## src/rtl/mips_mc_ctrl.sv

```systemverilog
// Multicycle MIPS control unit: Moore sequencer for fetch, decode, memory,
// R-type, branch and jump instructions, with a memory wait watchdog that
// parks the machine in HALT when MemReady stays low too long.
// Optional feature macro: MIPS_MC_ADDI_EN adds the ADDIEX/ADDIWB states for addi.
module mips_mc_ctrl #(
  parameter int unsigned WAIT_LIMIT = 15
) (
  input  logic       Clk,
  input  logic       Reset,
  input  logic [5:0] Op,
  input  logic [5:0] Funct,
  input  logic       Zero,
  input  logic       MemReady,
  output logic       IorD,
  output logic       MemRead,
  output logic       MemWrite,
  output logic       IRWrite,
  output logic       RegDst,
  output logic       MemtoReg,
  output logic       RegWrite,
  output logic       ALUSrcA,
  output logic       PCEn,
  output logic [1:0] ALUSrcB,
  output logic [1:0] ALUOp,
  output logic [1:0] PCSrc,
  output logic [3:0] State,
  output logic       IllegalOp,
  output logic       MemErr
);

  typedef enum logic [3:0] {
    StFetch  = 4'd0,
    StDecode = 4'd1,
    StMemAdr = 4'd2,
    StMemRd  = 4'd3,
    StMemWb  = 4'd4,
    StMemWr  = 4'd5,
    StExec   = 4'd6,
    StAluWb  = 4'd7,
    StBranch = 4'd8,
`ifdef MIPS_MC_ADDI_EN
    StAddiEx = 4'd9,
    StAddiWb = 4'd10,
`endif
    StJump   = 4'd11,
    StHalt   = 4'd15
  } state_e;

  localparam logic [8:0] WaitLimit = 9'(WAIT_LIMIT);

  state_e     state_q, state_d;
  logic [7:0] wait_q, wait_d;
  logic       mem_err_q, mem_err_d;
  logic       wait_hit;
  logic       in_mem;
  logic       op_illegal;

  // Funct only feeds the ALU decoder outside this block.
  logic unused_funct;
  assign unused_funct = ^Funct;

  // Next-state, wait counter and sticky error computation.
  always_comb begin
    state_d    = state_q;
    op_illegal = 1'b0;
    // This cycle's low MemReady would be the WAIT_LIMIT-th consecutive one.
    wait_hit   = (({1'b0, wait_q} + 9'd1) >= WaitLimit);

    case (state_q)
      StFetch: begin
        if (MemReady)      state_d = StDecode;
        else if (wait_hit) state_d = StHalt;
      end
      StDecode: begin
        case (Op)
          6'b100011, 6'b101011: state_d = StMemAdr;
          6'b000000:            state_d = StExec;
          6'b000100:            state_d = StBranch;
          6'b000010:            state_d = StJump;
`ifdef MIPS_MC_ADDI_EN
          6'b001000:            state_d = StAddiEx;
`endif
          default: begin
            state_d    = StFetch;
            op_illegal = 1'b1;
          end
        endcase
      end
      StMemAdr: state_d = (Op == 6'b100011) ? StMemRd : StMemWr;
      StMemRd: begin
        if (MemReady)      state_d = StMemWb;
        else if (wait_hit) state_d = StHalt;
      end
      StMemWb: state_d = StFetch;
      StMemWr: begin
        if (MemReady)      state_d = StFetch;
        else if (wait_hit) state_d = StHalt;
      end
      StExec:   state_d = StAluWb;
      StAluWb:  state_d = StFetch;
      StBranch: state_d = StFetch;
`ifdef MIPS_MC_ADDI_EN
      StAddiEx: state_d = StAddiWb;
      StAddiWb: state_d = StFetch;
`endif
      StJump:   state_d = StFetch;
      StHalt:   state_d = StHalt;
      default:  state_d = StFetch;
    endcase

    // Counter runs only while waiting in place; any entry or exit clears it.
    in_mem = (state_q == StFetch) || (state_q == StMemRd) || (state_q == StMemWr);
    wait_d = 8'd0;
    if (in_mem && !MemReady && (state_d == state_q)) begin
      wait_d = (wait_q == 8'hFF) ? wait_q : wait_q + 8'd1;
    end

    mem_err_d = mem_err_q | (state_d == StHalt);
  end

  // State register with asynchronous active-low reset.
  always_ff @(posedge Clk or negedge Reset) begin
    if (!Reset) begin
      state_q   <= StFetch;
      wait_q    <= 8'd0;
      mem_err_q <= 1'b0;
    end else begin
      state_q   <= state_d;
      wait_q    <= wait_d;
      mem_err_q <= mem_err_d;
    end
  end

  // Per-state datapath strobes; everything not named for a state stays 0.
  always_comb begin
    IorD      = 1'b0;
    MemRead   = 1'b0;
    MemWrite  = 1'b0;
    IRWrite   = 1'b0;
    RegDst    = 1'b0;
    MemtoReg  = 1'b0;
    RegWrite  = 1'b0;
    ALUSrcA   = 1'b0;
    PCEn      = 1'b0;
    ALUSrcB   = 2'b00;
    ALUOp     = 2'b00;
    PCSrc     = 2'b00;
    IllegalOp = 1'b0;

    case (state_q)
      StFetch: begin
        MemRead = 1'b1;
        ALUSrcB = 2'b01;
        // IR load and PC+4 commit only on the cycle the fetch completes.
        IRWrite = MemReady;
        PCEn    = MemReady;
      end
      StDecode: begin
        ALUSrcB   = 2'b11;
        IllegalOp = op_illegal;
      end
      StMemAdr: begin
        ALUSrcA = 1'b1;
        ALUSrcB = 2'b10;
      end
      StMemRd: begin
        MemRead = 1'b1;
        IorD    = 1'b1;
      end
      StMemWb: begin
        RegWrite = 1'b1;
        MemtoReg = 1'b1;
      end
      StMemWr: begin
        MemWrite = 1'b1;
        IorD     = 1'b1;
      end
      StExec: begin
        ALUSrcA = 1'b1;
        ALUOp   = 2'b10;
      end
      StAluWb: begin
        RegWrite = 1'b1;
        RegDst   = 1'b1;
      end
      StBranch: begin
        ALUSrcA = 1'b1;
        ALUOp   = 2'b01;
        PCSrc   = 2'b01;
        PCEn    = Zero;
      end
`ifdef MIPS_MC_ADDI_EN
      StAddiEx: begin
        ALUSrcA = 1'b1;
        ALUSrcB = 2'b10;
      end
      StAddiWb: RegWrite = 1'b1;
`endif
      StJump: begin
        PCSrc = 2'b10;
        PCEn  = 1'b1;
      end
      default: ;
    endcase
  end

  assign State  = state_q;
  assign MemErr = mem_err_q;

endmodule

```

## config.mk

```make
export PLATFORM = sky130hd
export DESIGN_NAME = mips_mc_ctrl
export DESIGN_NICKNAME = d
export VERILOG_FILES = /design/src/rtl/mips_mc_ctrl.sv
export SDC_FILE = /design/constraint.sdc
export NUM_CORES = 1
export LEC_CHECK = 0
export CORE_MARGIN = 1
export CORE_UTILIZATION = 37
export CTS_CLUSTER_DIAMETER = 80
export DETAILED_ROUTE_END_ITERATION = 10
export PLACE_DENSITY = 0.64
export SLEW_MARGIN = 30
export SYNTH_ARGS = -nofsm -noshare
export SYNTH_HDL_FRONTEND = slang
export SYNTH_SLANG_ARGS = --single-unit
```

## constraint.sdc

```tcl
create_clock -name Clk -period 2.4 [get_ports Clk]
set_input_delay 0.36 -clock Clk [delete_from_list [all_inputs] [get_ports Clk]]
set_output_delay 0.36 -clock Clk [all_outputs]
set_load 0.02 [all_outputs]
```

==> results of run 1 <==
registers in the layout, summed over array words and instances (netlist names):
signal,cells
wait_q,8
MemErr,1
State,4
through the flow:
step                power [mW]  util (%)  area, um2  hold WS [ns]
finish                   1.609     54.90       1514        0.4450
global route             1.735     54.90       1514        0.4823
CTS                      1.625     54.58       1505        0.4580
detailed placement       1.490     53.58       1478        0.5845
global placement         1.465     53.58       1478        0.5502
floorplan                1.011         -       1096       0.06441
synth_stat cells, types with 2 or more instances:
cell type and n:
inv_1 5, buf_2 5, nor3_1 9, or2_2 3, ha_1 2, a211oi_1 2, nand2_1 15, a21oi_1 5
dfrtp_1 13, nand3_1 6, clkbuf_1 4, o21ai_0 6, nand4_1 3, o22ai_1 2, nor2_1 19, or3_1 4
xnor2_1 3, xor2_1 3, a31oi_1 4, nand2b_1 3
worst max-delay path, delay by kind of cell (launching register included):
| kind | cells | cell delay (ns) |
|---|---|---|
| buffers and inverters | 1 | 0.66 |
| AND/OR/NAND/NOR | 2 | 0.64 |
| flip-flops | 1 | 0.38 |
layer usage:
| layer | part of all wire (%) | global-route usage, % |
|---|---|---|
| met2 | 48 | 29.76 |
| met3 | 4.9 | 4.884 |
| met1 | 46 | 26.80 |
| met5 | 0 | 0 |
| met4 | 0.57 | 6.969 |
power groups by stage:
stage,combinational [mW],sequential (mW),clock [mW]
floorplan,0.660,0.351,0
finish,1.13,0.347,0.132
global placement,1.12,0.344,0
CTS,1.14,0.346,0.140
global route,1.22,0.357,0.153
detailed placement,1.14,0.349,0
worst max-delay path by stage:
stage	start	to	slack (ns)
after floorplan	State[0]	PCEn	0.25
after global placement	Op[0]	MemErr	0.04
after detailed placement	Op[0]	MemErr	0.03
after CTS	State[0]	IllegalOp	0.04
after global routing	wait_q[0]	State[0]	0.004
final	State[2]	IRWrite	0.09
logic make-up after synthesis:
group / after synthesis / share of synthesized area, %
AOI/OAI and AO/OA: 32 / 22.62
xor gates and xnor gates: 6 / 4.873
adders and majority gates: 2 / 2.320
buffers and inverters: 14 / 5.452
DFF: 13 / 30.16
muxes: 2 / 1.972
other: 1 / 0.3477
and+or+nand+nor: 70 / 32.25
what timing repair did:
| action | CTS | global route |
|---|---|---|
| setup endpoints to repair | 1 | 5 |
| gates resized for setup | 2 | 4 |
| buffers inserted | 0 | 0 |
layout make-up:
type	count	area share, %
clock buffers	3	1.488
clock inverters	1	0.3306
inverters	5	1.240
multi-input cells	116	47.02
flip-flops and latches	13	21.65
well taps	31	2.562
repair buffers	41	25.70
==> summary.txt, run 1 <==
Timing
  • F_max: 433.1 MHz
  • Setup ws final: 0.09101 ns
  • Clk_skew: 0.003298 ns
  • Hold Fails Final Rpt: 0
  • Final Setup Violations: 0
  • Pins Over Slew Limit: 0
  • Final period util: 96.21%
  • Slew @ Worst Pin: 0.5731 ns
  • Unrepaired setup endpoints after global routing: no
  • Setup tns final: 0 ns
  • Fin crit period: 2.309 ns
  • Slew HR: 61.68%

Die
  • Ports: 37
  • Initial Util: 39.11%
  • Full die area: 3135 um2
  • Rows: 19
  • Die Y: 55.99 um
  • Chip width: 55.99 um
  • Core Area: 2758 um2

Power
  • Static leakage: 0.6589 nW
  • Share of power burned in registers: 21.6%
  • Sw power: 0.7605 mW
  • Sw frac: 47.27%
  • Pint: 0.8482 mW
  • Combinational power share: 70.2%
  • Pwr/cell area: 1063 nW/um2
  • Clock power frac: 8.2%
  • Peak supply drop: 0.0007283 V

Routing
  • DRC violations left: 0
  • WL final: 2958 um
  • Detailed Routing Iterations Pass 1: 6
  • Wire length per cell: 14.09 um
  • Routed Antenna Nets: 0
  • Vias: 1193
  • Vias per std cell: 5.681
  • Iter 0 DRT Violations: 60

Clock tree
  • Bufs on Longest Clock Path: 2
  • Clock slew at reported path FFs: 0.08 ns
  • Clk sinks: 13
  • CTS tree: yes
  • Clk_lat worst skew: 0.27 ns
  • Root Buffer: clkbuf_4
  • Num CTS Buffers: 3
  • Hold buffer count at cts: 0
  • H-tree lvl count: 1

Global routing
  • Initial antenna violation count: 0
  • Total grt overflow: 0
  • Largest net degree at the start of global routing: 16
  • First-pass GRT wire length: 4954 um
  • GRT Total Usage: 19.51%
  • Vias in the first global route: 1104

Synth
  • Post-synth top area share: 30.16%
  • Mapped Area: 1079 um2
  • Post-synth cell types: 44
  • Post-synthesis average cell area: 7.704 um2
  • Sequential cell area fraction in the yosys report: 30.16%
  • Yosys top cell by area: dfrtp_1
  • Yosys reg bits: 13
  • Cells after Synth: 140
  • Share of flip-flops with an asynchronous set or reset: 100.0%
  • EDFF count, synth: 0
  • Top post-synthesis cells by area: dfrtp_1 (30%), nor2_1 (6.6%), nand2_1 (5.2%), nor3_1 (4.2%), nand3_1 (2.8%)
  • Main flop type after synthesis: dfrtp_1
  • Yosys warns: 0

Layout
  • Syn-to-layout area delta: 40.37%
  • Layout cells sized above 1: 15.64%
  • Commonest non-fill, non-tap cell in the layout: clkdlybuf4s50_1
  • Area of the multi-input gates: 711.9 um2
  • Most frequent cells in the layout: clkdlybuf4s50_1 (26), nor2_1 (19), nand2_1 (15)
  • N_diodes: 0
  • Layout Cells excl Fill: 210
  • Register area: 327.8 um2
  • Fillers: 263
  • Layout net count: 198

Placed design
  • Final Wtd Congestion: 0.8883
  • HPWL Detailed: 2185 um
  • Pre-CTS setup slack: 0.02911 ns
  • IO buf count: 30
  • Cells after DPL: 206

Setup path
  • Worst endpoint required time: 2.04 ns
  • Endpoint class of the critical path: output port
  • Worst r2r src: wait_q[0]
  • FF-to-FF End: MemErr
  • Crit path DAT: 1.95 ns
  • Worst path cell trace: or2_2 > nor4b_2 > clkdlybuf4s50_1
  • Crit path kind: register to output port
  • Worst r2r path cells: 7
  • CP Max Fanout: 2
  • Slowest stage delay, CP: 0.66 ns
  • R2R Setup Slk: 0.20 ns
  • CP startpoint kind: register
  • Critical path's slowest cell: clkdlybuf4s50_1

Min path
  • Worst min path class: primary input to async pin

Run
  • Max-cap violations: 0

Run status
  • Status: finished, final reports clean
Power figures use the tool's default switching activity.
==> run 2: changes to the inputs <==
==> constraint.sdc (replaced) <==
create_clock -name Clk -period 2.6 [get_ports Clk]
set_input_delay 0.39 -clock Clk [delete_from_list [all_inputs] [get_ports Clk]]
set_output_delay 0.39 -clock Clk [all_outputs]
set_load 0.02 [all_outputs]
==> summary.txt, run 2 (synthesis gave the netlist of run 1 again) <==
Clock tree
  • Hold buffer count at cts: 0 (unchanged)
  • Bufs on Longest Clock Path: 2 (unchanged)
  • Clk_lat worst skew: 0.28 ns (about the same)
  • Num CTS Buffers: 3 (unchanged)
  • Postcts setup bufs: 0 (unchanged)
  • CTS tree: yes
  • Root Buffer: clkbuf_4
  • H-tree lvl count: 1 (unchanged)
  • Clock slew at reported path FFs: 0.08 ns (about the same)
  • Clk sinks: 13 (unchanged)

Die
  • Ports: 37 (unchanged)
  • Rows: 19 (unchanged)
  • Initial Util: 39.11% (unchanged)
  • Full die area: 3135 um2 (unchanged)
  • Core Area: 2758 um2 (unchanged)
  • Die Y: 55.99 um (unchanged)
  • Chip width: 55.99 um (unchanged)

Routing
  • Iter 0 DRT Violations: 45 (-25%)
  • DRC violations left: 0 (unchanged)
  • WL final: 2758 um (-6.8%)
  • Detailed Routing Iterations Pass 1: 4 (-2)
  • Vias: 1146 (-3.9%)
  • Wire length per cell: 13.52 um (-4.0%)
  • Vias per std cell: 5.618 (-1.1%)
  • Routed Antenna Nets: 0 (unchanged)

Power
  • Peak supply drop: 0.0006749 V (-7.3%)
  • Pwr/cell area: 986.0 nW/um2 (-7.2%)
  • Static leakage: 0.5986 nW (-9.2%)

Global routing
  • First-pass GRT wire length: 4767 um (-3.8%)
  • Initial antenna violation count: 0 (unchanged)
  • Largest net degree at the start of global routing: 23 (+7)
  • Total grt overflow: 0 (unchanged)
  • GRT Total Usage: 19.20% (-0.31 points)
  • Vias in the first global route: 1022 (-7.4%)

Layout
  • Layout cells sized above 1: 13.29% (-2.3 points)
  • Commonest non-fill, non-tap cell in the layout: clkdlybuf4s50_1
  • Biggest register: wait_q
  • Fillers: 274 (+4.2%)
  • N_diodes: 0 (unchanged)
  • Register area: 327.8 um2 (unchanged)
  • Max FFs per register: 8 (unchanged)
  • Most frequent cells in the layout: clkdlybuf4s50_1 (29), nor2_1 (19), nand2_1 (15)
  • Syn-to-layout area delta: 36.31%
  • Area of the multi-input gates: 716.9 um2 (+0.70%)
  • Layout net count: 192 (-3.0%)

Timing
  • Final period util: 92.83%
  • Clk_skew: 0.002994 ns (-0.0003039 ns)
  • Slew HR: 60.37% (-1.3 points)
  • Pins Over Slew Limit: 0 (unchanged)
  • Final Setup Violations: 0 (unchanged)
  • Hold Fails Final Rpt: 0 (unchanged)
  • Setup ws final: 0.1864 ns (+0.09541 ns)
  • Unrepaired setup endpoints after global routing: no
  • F_max: 414.3 MHz
  • Fin crit period: 2.414 ns
  • Slew @ Worst Pin: 0.5909 ns (+0.01788 ns)
  • Setup tns final: 0 ns (unchanged)

Placed design
  • Final Wtd Congestion: 0.9099 (+2.4%)
  • HPWL Detailed: 2035 um (-6.9%)
  • Pre-CTS setup slack: 0.2232 ns (+0.1941 ns)
  • IO buf count: 30 (unchanged)

Setup path
  • CP startpoint kind: register
  • Endpoint class of the critical path: output port
  • FF-to-FF End: MemErr
  • Worst path cell trace: or2_2 > nor4b_2 > clkdlybuf4s50_1
  • CP Max Fanout: 8 (+6)
  • Worst r2r src: wait_q[0]
  • Worst r2r path cells: 7 (unchanged)
  • Slowest stage delay, CP: 0.66 ns (about the same)
  • Crit path kind: register to output port
  • Crit path DAT: 2.02 ns (+0.07 ns)
  • R2R Setup Slk: 0.31 ns (+0.11 ns)
  • Worst endpoint required time: 2.21 ns (+0.17 ns)
  • Critical path's slowest cell: clkdlybuf4s50_1

Run
  • Max-cap violations: 0 (unchanged)

Run status
  • Status: finished, final reports clean

Min path
  • Worst min path class: primary input to async pin
## run 2: changes by cell type in the layout (fill, tap and decap cells not counted)
cell and change:
buf_4 -6, clkdlybuf4s50_1 +3, dlygate4sd2_1 -1, dlymetal6s2s_1 -2, nor3_1 -1, nor3_2 +1
## run 2: how the worst max path moves through the flow
stage | cells after the start | slack (ns) | endpoint | start
floorplan | 4 | 0.13 | PCEn | State[3]
global placement | 8 | 0.17 | MemErr | Op[0]
detailed placement | 8 | 0.22 | MemErr | Op[0]
CTS | 4 | 0.04 | PCEn | State[1]
global route | 3 | 0.08 | IRWrite | State[2]
finish | 3 | 0.19 | IRWrite | State[2]
## run 2: final cells by class
cell class	instances	area share, %
clock buffer	3	1.532
clock inverter	1	0.3404
inverter	5	1.277
multi-input combinational	116	48.77
sequential	13	22.30
tap	31	2.638
timing repair buffer	35	23.15
## run 2: worst max-delay path: cells and delay by family, from the launching register on
kind | cells | cell delay (ns)
buffers and inverters | 1 | 0.66
DFF | 1 | 0.39
and+or+nand+nor | 2 | 0.69
## run 2: per-stage QoR
step           hold WS [ns]  total power, mW  instances  area [um2]  utilization [%]
2_1_floorplan       0.09441           0.9264        143        1090                -
3_3_place_gp         0.5540            1.300        200        1426            51.72
3_5_place_dp         0.5838            1.314        200        1426            51.72
4_1_cts              0.4935            1.454        204        1460            52.95
5_1_grt              0.5034            1.560        204        1470            53.31
6_report             0.4707            1.450        204        1470            53.31
## run 2: report_power, final
group          total (mW)  leakage (nW)  switching (mW)  internal, mW
Clock               0.128        0.0177          0.0709        0.0572
Combinational       0.981         0.416           0.528         0.453
Sequential          0.340         0.165          0.0952         0.245
Total                1.45         0.599           0.694         0.755
## run 2: metal layers
layer / global-route usage [%] / part of all wire (%)
met1: 26.87 / 48
met2: 29.76 / 47
met3: 4.186 / 3.5
met4: 5.575 / 1.1
met5: 0 / 0
## run 2: timing repair
action                                 4_1_cts  5_1_grt
endpoints found under the hold margin        0        0
resized for setup                            1        4
pin swaps                                    0        0
setup endpoints to repair                    1        6
